File: src/rtl/biker_pkg.sv
// rtl/biker_pkg.sv - shared constants, types and helpers for the biker position logic
package biker_pkg;

  // Position is held in fixed point: 6 fractional bits, speeds in 1/64 px per frame
  localparam int FIXED_POINT_MULT = 64;
  localparam int FRAC_BITS        = 6;

  // Play-field limits for the biker's top-left corner, in pixels
  localparam int LEFT_BORDER   = 32;
  localparam int RIGHT_BORDER  = 576;
  localparam int TOP_BORDER    = 48;
  localparam int BOTTOM_BORDER = 416;

  // Start position table: X depends on the instance number, Y is common
  localparam int X_START_BASE = 64;
  localparam int X_START_STEP = 32;
  localparam int Y_START      = 96;

  typedef enum logic [1:0] {
    IDLE,
    LOADED,
    MOVING
  } biker_move_state_t;

  typedef logic signed [10:0] pixel_coord_t;
  typedef logic signed [31:0] fixed_pos_t;

  // Border limits converted to the fixed-point domain
  localparam fixed_pos_t MIN_X = fixed_pos_t'(LEFT_BORDER * FIXED_POINT_MULT);
  localparam fixed_pos_t MAX_X = fixed_pos_t'(RIGHT_BORDER * FIXED_POINT_MULT);
  localparam fixed_pos_t MIN_Y = fixed_pos_t'(TOP_BORDER * FIXED_POINT_MULT);
  localparam fixed_pos_t MAX_Y = fixed_pos_t'(BOTTOM_BORDER * FIXED_POINT_MULT);

  // Drop the fractional bits to get the on-screen pixel (floor toward -inf)
  function automatic pixel_coord_t toPixel(input fixed_pos_t pos);
    return pixel_coord_t'(pos >>> FRAC_BITS);
  endfunction

endpackage

File: src/rtl/biker_axis_step.sv
// rtl/biker_axis_step.sv - one-axis position step with clamp and bounce at the borders
module biker_axis_step
  import biker_pkg::*;
(
  input  logic signed [31:0] pos,
  input  logic signed [31:0] speed,
  input  logic               dir,
  input  logic signed [31:0] minPos,
  input  logic signed [31:0] maxPos,
  output logic signed [31:0] nxtPos,
  output logic               nxtDir
);

  fixed_pos_t rawPos;

  // Advance by speed in the current direction, then clamp and bounce off either border;
  // landing exactly on a border keeps the direction unchanged
  always_comb begin
    rawPos = dir ? (pos + speed) : (pos - speed);
    nxtPos = rawPos;
    nxtDir = dir;
    if (rawPos < minPos) begin
      nxtPos = minPos;
      nxtDir = 1'b1;
    end else if (rawPos > maxPos) begin
      nxtPos = maxPos;
      nxtDir = 1'b0;
    end
  end

endmodule

File: src/rtl/biker_move.sv
// rtl/biker_move.sv - per-frame biker position integrator with border and obstacle bounce
module biker_move
  import biker_pkg::*;
(
  input  logic               clk,
  input  logic               resetN,
  input  logic [3:0]         index,
  input  logic               loadCoordinates,
  input  logic               enableMove,
  input  logic               startOfFrame,
  input  logic signed [31:0] speedX,
  input  logic signed [31:0] speedY,
  input  logic               obstacleHit,
  output logic signed [10:0] topLeftX,
  output logic signed [10:0] topLeftY,
  output logic               dirRight,
  output logic               dirDown
);

  biker_move_state_t state, nxtState;

  fixed_pos_t posX, posY;
  fixed_pos_t startX, startY;
  fixed_pos_t stepX, stepY;
  logic       stepDirRight, stepDirDown;
  logic       hitPending;
  logic       yDirIn;
  logic       doStep;

  // Start position depends only on the instance number
  assign startX = fixed_pos_t'((X_START_BASE + int'(index) * X_START_STEP) * FIXED_POINT_MULT);
  assign startY = fixed_pos_t'(Y_START * FIXED_POINT_MULT);

  // A pending obstacle hit flips the Y direction before this frame's step is taken
  assign yDirIn = dirDown ^ hitPending;

  // Integrate only while moving; a coincident load takes precedence over the frame
  assign doStep = (state == MOVING) && startOfFrame && !loadCoordinates;

  biker_axis_step xStep (
    .pos    (posX),
    .speed  (speedX),
    .dir    (dirRight),
    .minPos (MIN_X),
    .maxPos (MAX_X),
    .nxtPos (stepX),
    .nxtDir (stepDirRight)
  );

  biker_axis_step yStep (
    .pos    (posY),
    .speed  (speedY),
    .dir    (yDirIn),
    .minPos (MIN_Y),
    .maxPos (MAX_Y),
    .nxtPos (stepY),
    .nxtDir (stepDirDown)
  );

  // State register
  always_ff @(posedge clk or posedge resetN) begin
    if (resetN) begin
      state <= IDLE;
    end else begin
      state <= nxtState;
    end
  end

  // Next-state logic: load from anywhere lands in LOADED, enableMove gates MOVING
  always_comb begin
    nxtState = state;
    if (loadCoordinates) begin
      nxtState = LOADED;
    end else begin
      case (state)
        LOADED:  if (enableMove)  nxtState = MOVING;
        MOVING:  if (!enableMove) nxtState = LOADED;
        default: nxtState = state;
      endcase
    end
  end

  // Position, direction and pixel output registers
  always_ff @(posedge clk or posedge resetN) begin
    if (resetN) begin
      posX     <= '0;
      posY     <= '0;
      dirRight <= 1'b1;
      dirDown  <= 1'b1;
      topLeftX <= '0;
      topLeftY <= '0;
    end else if (loadCoordinates) begin
      posX     <= startX;
      posY     <= startY;
      dirRight <= ~index[0];
      dirDown  <= 1'b1;
      topLeftX <= toPixel(startX);
      topLeftY <= toPixel(startY);
    end else if (doStep) begin
      posX     <= stepX;
      posY     <= stepY;
      dirRight <= stepDirRight;
      dirDown  <= stepDirDown;
      topLeftX <= toPixel(stepX);
      topLeftY <= toPixel(stepY);
    end
  end

  // Sticky obstacle flag: any number of hits within a frame gives one reversal;
  // a hit arriving on the stepping cycle itself belongs to the following frame
  always_ff @(posedge clk or posedge resetN) begin
    if (resetN) begin
      hitPending <= 1'b0;
    end else if (loadCoordinates) begin
      hitPending <= 1'b0;
    end else if (doStep) begin
      hitPending <= obstacleHit;
    end else if (obstacleHit) begin
      hitPending <= 1'b1;
    end
  end

endmodule

File: config.mk
export PLATFORM = sky130hd
export DESIGN_NAME = biker_move
export DESIGN_NICKNAME = d
export VERILOG_FILES = /design/src/rtl/biker_pkg.sv /design/src/rtl/biker_axis_step.sv /design/src/rtl/biker_move.sv
export SDC_FILE = /design/constraint.sdc
export NUM_CORES = 1
export LEC_CHECK = 0
export ABC_CLOCK_PERIOD_IN_PS = 7100
export CORE_UTILIZATION = 55
export DETAILED_ROUTE_END_ITERATION = 10
export PLACE_DENSITY_LB_ADDON = 0.12
export SYNTH_ARGS = -nofsm -noshare
export SYNTH_HDL_FRONTEND = slang
export SYNTH_SLANG_ARGS = --single-unit
File: constraint.sdc
create_clock -name clk -period 7.1 [get_ports clk]
set_clock_uncertainty 0.1 [all_clocks]
set_input_delay 1.065 -clock clk [delete_from_list [all_inputs] [get_ports clk]]
set_output_delay 1.065 -clock clk [all_outputs]
set_load 0.02 [all_outputs]
=== After elaboration in Yosys (flattened, before gate mapping) ===
Index checks and enable logic that the tools add are counted.

* Output and inout port bits: 24
* Flip-flop bits (word level): 91
* Input bits: 74
* Logic and storage cells: 61

* Multiplexer cells: 29
* $add $sub $neg: 5
* Magnitude comparators: 4
* Reduce and logical (&&, ||, !) cells: 9
* Bitwise operators: 2
* Eq/ne operators: 4

{| class="wikitable"
|+ Operators with widths
! kind !! count
|-
| 2-to-1 mux 32 bit || 10
|-
| adder 32 bit || 2
|-
| less-than comparator 32 x 13 -> 1 bit, second input constant || 2
|-
| subtractor 32 bit || 2
|-
| 2-to-1 mux 11 bit || 4
|-
| > comparator 32 x 16 -> 1 bit, second input constant || 1
|-
| > comparator 32 x 17 -> 1 bit, second input constant || 1
|-
| 2-to-1 mux 1 bit || 11
|-
| adder 7 x 9 -> 10 bit, first input constant || 1
|-
| nonzero test 3 bit || 3
|-
| 2-to-1 mux 2 bit || 3
|-
| != test 3 bit, second input constant || 2
|-
| one-hot mux 2 bit (2 select lines) || 1
|-
| AND reduction 3 bit || 1
|-
| equality test 2 x 1 -> 1 bit, second input constant || 1
|-
| equality test 2 bit, second input constant || 1
|-
| logical AND 1 bit || 2
|-
| AND reduction 2 bit || 1
|-
| nonzero test 2 bit || 1
|-
| logical NOT 1 bit || 1
|-
| inverter 1 bit || 1
|-
| bitwise XOR 1 bit || 1
|}

=== Depth between registers and ports, before layout ===
* Word-level depth: 7
* Gate-level depth with buffers: 23
* Gate-level depth less buffers: 21

=== By module ===
From an unflattened synthesis, not the netlist that was laid out.

* Cell total of the unflattened synthesis: 1578
* Area, all modules: 12172.9 µm²

{| class="wikitable"
|+ By module, submodules not included
! module !! instances !! cells each !! area each (µm²)
|-
| biker_axis_step at xStep || 1 || 703 || 4789.6
|-
| biker_axis_step at yStep || 1 || 674 || 4614.4
|-
| biker_move || 1 || 201 || 2768.9
|}

=== Worst setup path before layout ===
No wires, ideal clock.

* Path kind: input to register
* Start point: input port speedY[1]
* End point: register topLeftY[5]
* Required time: 6.869 ns
* Arrival time: 5.304 ns
* Stages: 22
* Path slack: 1.565 ns
* Cells stage by stage: inv_1 > ha_1 > nand2b_1 > or4_1 > nor2_1 > nand2_1 > nor3_1 > nand2_1 > o21ai_0 > xnor2_1 > ha_1 > clkbuf_1 > nand2_1 > or3_1 > o211ai_1 > xor2_1 > or4_1 > nor4_1 > and4b_4 > and4b_1 > buf_6 > a21oi_1

* Cells in the longest elaborated chain, start to end: 7
* Elaborated cells between the ends (all ways): 9

{| class="wikitable"
|+ RTL lines
! item !! RTL line !! RTL
|-
| from (decl) || biker_move.sv:12 || <nowiki>input logic signed [31:0] speedY,</nowiki>
|-
| subtractor 32 bit / adder 32 bit (equally long branches) || biker_axis_step.sv:19 || <nowiki>rawPos = dir ? (pos + speed) : (pos - speed);</nowiki>
|-
| 2-to-1 mux 32 bit * || biker_axis_step.sv:19 ||
|-
| > comparator 32 x 16 -> 1 bit || biker_axis_step.sv:25 || <nowiki>end else if (rawPos > maxPos) begin</nowiki>
|-
| 2-to-1 mux 32 bit || biker_axis_step.sv:25 ||
|-
| 2-to-1 mux 32 bit * || biker_axis_step.sv:22 || <nowiki>if (rawPos < minPos) begin</nowiki>
|-
| 2-to-1 mux 11 bit * || biker_move.sv:99 || <nowiki>end else if (doStep) begin</nowiki>
|-
| 2-to-1 mux 11 bit * || biker_move.sv:92 || <nowiki>end else if (loadCoordinates) begin</nowiki>
|-
| to (signal assigned) || biker_move.sv:98 || <nowiki>topLeftY <= toPixel(startY);</nowiki>
|-
| to (signal assigned) || biker_move.sv:105 || <nowiki>topLeftY <= toPixel(stepY);</nowiki>
|-
| to (decl) || biker_move.sv:15 || <nowiki>output logic signed [10:0] topLeftY,</nowiki>
|}

Every way passes the cells marked *; elsewhere a longest branch is shown, timed or not. The select of a mux whose other input is x is not followed.
A chain may end at the register's enable or synchronous reset.

=== Worst setup path in the final report ===
* Start point: input port speedY[0]
* End point: register topLeftY[2]

Same word-level chain as after synthesis.

==> flow_summary.yaml <==
logic_synthesis:
  synth-seq-cells: 69
  synth_top_cell_by_area: "dfrtp_1"
  syn-num-nets: 1183
  avgSynthCellArea_um2: 7.86
  seq_area_frac_synth: 0.212
  synth_edf_count: 0
  synthArstFlopShare: 1.00
  synth_top_area_frac: 0.205
  netlist_area_um2: 8160
  yosysWarnings: 0
  synthFlopType: "dfrtp_1"
  netlist_instances: 1038
  ys_types: 76
  yosys-top-cells-area: "dfrtp_1 (21%), ha_1 (11%), a21oi_1 (6.6%), xor2_1 (6.0%), xnor2_1 (5.4%)"
finish:
  drive_above_1_share: 0.0419
  antennaDiodeCount: 0
  layout_commonest_cell: "a21oi_1"
  areaGrowthSynthToFinish_pct: 15.6
  fin_util: 0.649
  final_nets: 1237
  layout_common_cells: "a21oi_1 (107), clkdlybuf4s50_1 (97), nor2_1 (92)"
  stdcell_area_um2: 9440
run:
  cap_violations: 0
setup_path:
  worst_path_max_delay_cell: "or4_1"
  critPathLaunch: "speedY[0]"
  r2r_slack_ps: 1760
  timing.rr.end: "posX[2]"
  arrival_ps: 6720
  slowest_delay_ps: 540
  r2r-start: "dirRight"
  worst_setup_path_start_kind: "input port"
  endpoint_kind: "register"
  path_class: "in2reg"
  worstPathMaxFanout: 11
  endpoint: "topLeftY[2]"
  r2r_cells: 12
  path_depth: 22
  crit_chain: "clkdlybuf4s50_1, inv_1, ha_1, nand2b_1, or4_1, nor2_1, nand2_1, nor3_1, nand2_1, o31ai_1, xnor2_1, ha_1, nand4_1, nor3_1, o2111ai_1, o211ai_1, xor2_1, or4_1, nor4_1, and4b_4, and4b_1, a22o_1"
  critPathBufInv: 2
  path_delay_family: "simple AND/OR/NAND/NOR gates"
  cp.required_ps: 7280
clock_network:
  cts_setup_buffers: 0
  clk_latency_ps: 350
  ctsResizeCount: 0
  clock_path_buffers: 2
  cts_tree: "yes"
  cts.sinks: 69
  cts_buffers: 9
  clock-root-buffer: "clkbuf_16"
  clk_pin_slew_worst_paths_ps: 60
  cts_hold_buf: 0
  htree_levels: 3
floorplanning:
  chipWidth_um: 124
  core_area_um2: 14500
  io_pins: 98
  rows: 44
  die-area_um2: 15300
  initial_core_util: 0.562
  die_y_um: 124
placed_design:
  place_area_um2: 9100
  gp_congestion: 0.942
  dpl.hpwl_um: 17100
  portBuffers: 97
  pre_cts_slack_ps: 378
pwr:
  power_frac_comb: 0.391
  p_per_area_nw_per_um2: 162
  switching_share: 0.368
  ir_worst_vdd_v: 0.000134
  p_total_mw: 1.53
  clkPwrFrac: 0.340
  seq_power_share: 0.269
  p_sw_mw: 0.563
  p_int_mw: 0.967
  power.leakage_nw: 4.16
timing:
  period_share: 0.921
  slew_violations: 0
  finalSetupTns_ps: 0
  setup_ws_ps: 562
  fmax_ghz: 0.153
  worst_pin_slew_ps: 939
  fin_crit_ps: 6540
  max_slew_margin: 0.374
  rsz0062_at_grt: "no"
  finalSetupViolations: 0
  hold_viol: 0
routing:
  drc_errors: 0
  drt-total-wl_um: 21900
  drt_first_iter_violations: 572
  num_vias: 7936
  drtPass1Iterations: 5
  ant_nets: 0
  wl_per_cell_um: 17.1
  drt-vias-per-instance: 6.20
global_routing:
  track_usage: 0.297
  grt_overflow: 0
  grt_pass1_wl_um: 35500
  antenna_found_initial: 0
  grt_max_degree: 70
  grt_pass1_vias: 7259
run_status:
  status: "finished, final reports clean"
min_path:
  min_path_type: "reg2reg"
## power groups by stage
stage	logic (mW)	clock network (mW)	registers [mW]
4_1_cts	0.589	0.526	0.411
3_5_place_dp	0.585	0	0.418
2_1_floorplan	0.431	0	0.411
5_1_grt	0.661	0.541	0.412
3_3_place_gp	0.580	0	0.418
6_report	0.598	0.520	0.412
## how the worst min path moves through the flow
stage / start / endpoint / slack, ps / cells past startpoint
final: posY[21] / posY[21] / 390 / 1
after global routing: posY[22] / posY[22] / 410 / 1
after global placement: posX[28] / posX[28] / 380 / 1
after floorplan: posX[17] / posX[17] / 360 / 1
after CTS: posY[22] / posY[22] / 400 / 1
after detailed placement: posY[22] / posY[22] / 380 / 1
## per-layer routing
metal,track usage,vias up,routed length (µm)
li1,-,3923,-
met1,0.423,3726,10700
met2,0.461,255,9540
met3,0.0458,32,1350
met4,0.0851,0,365
met5,0,-,0
## cells in the mapped netlist (27+ instances only)
cell and number:
xnor2_1 50, nor2_1 93, ha_1 69, nand2_1 73, nor3_1 37, xor2_1 56
dfrtp_1 67, inv_1 32, a21oi_1 107, and2_1 37, o21ai_0 51, clkbuf_1 37
a21o_1 27
## logic make-up after synthesis
group,count (synthesis),synth area share
fa+ha+maj,73,0.113
flops,69,0.212
xor+xnor,106,0.114
buf+inv,92,0.0533
compound gates,340,0.273
mux,6,0.00766
simple gates,352,0.227
## cell type report
class | count | area [µm²]
clock buffer | 11 | 253
clock inverter | 5 | 82.6
fill | 1307 | 5100
inverter | 32 | 120
multi-input combinational | 877 | 6010
sequential | 69 | 1730
tap | 184 | 230
timing repair buffer | 103 | 1020
## registers in the layout, indices dropped and copies added (netlist names)
signal	count
state	2
dirDown	1
dirRight	1
hitPending	1
posX	22
posY	22
topLeftY	10
topLeftX	10
## metrics by stage
step           hold slack [ps]  std cells
3_3_place_gp               378       1265
3_5_place_dp               381       1265
6_report                   391       1281
4_1_cts                    398       1281
5_1_grt                    411       1281
2_1_floorplan              360       1038
Note: power is estimated with default switching activity, not from simulation.
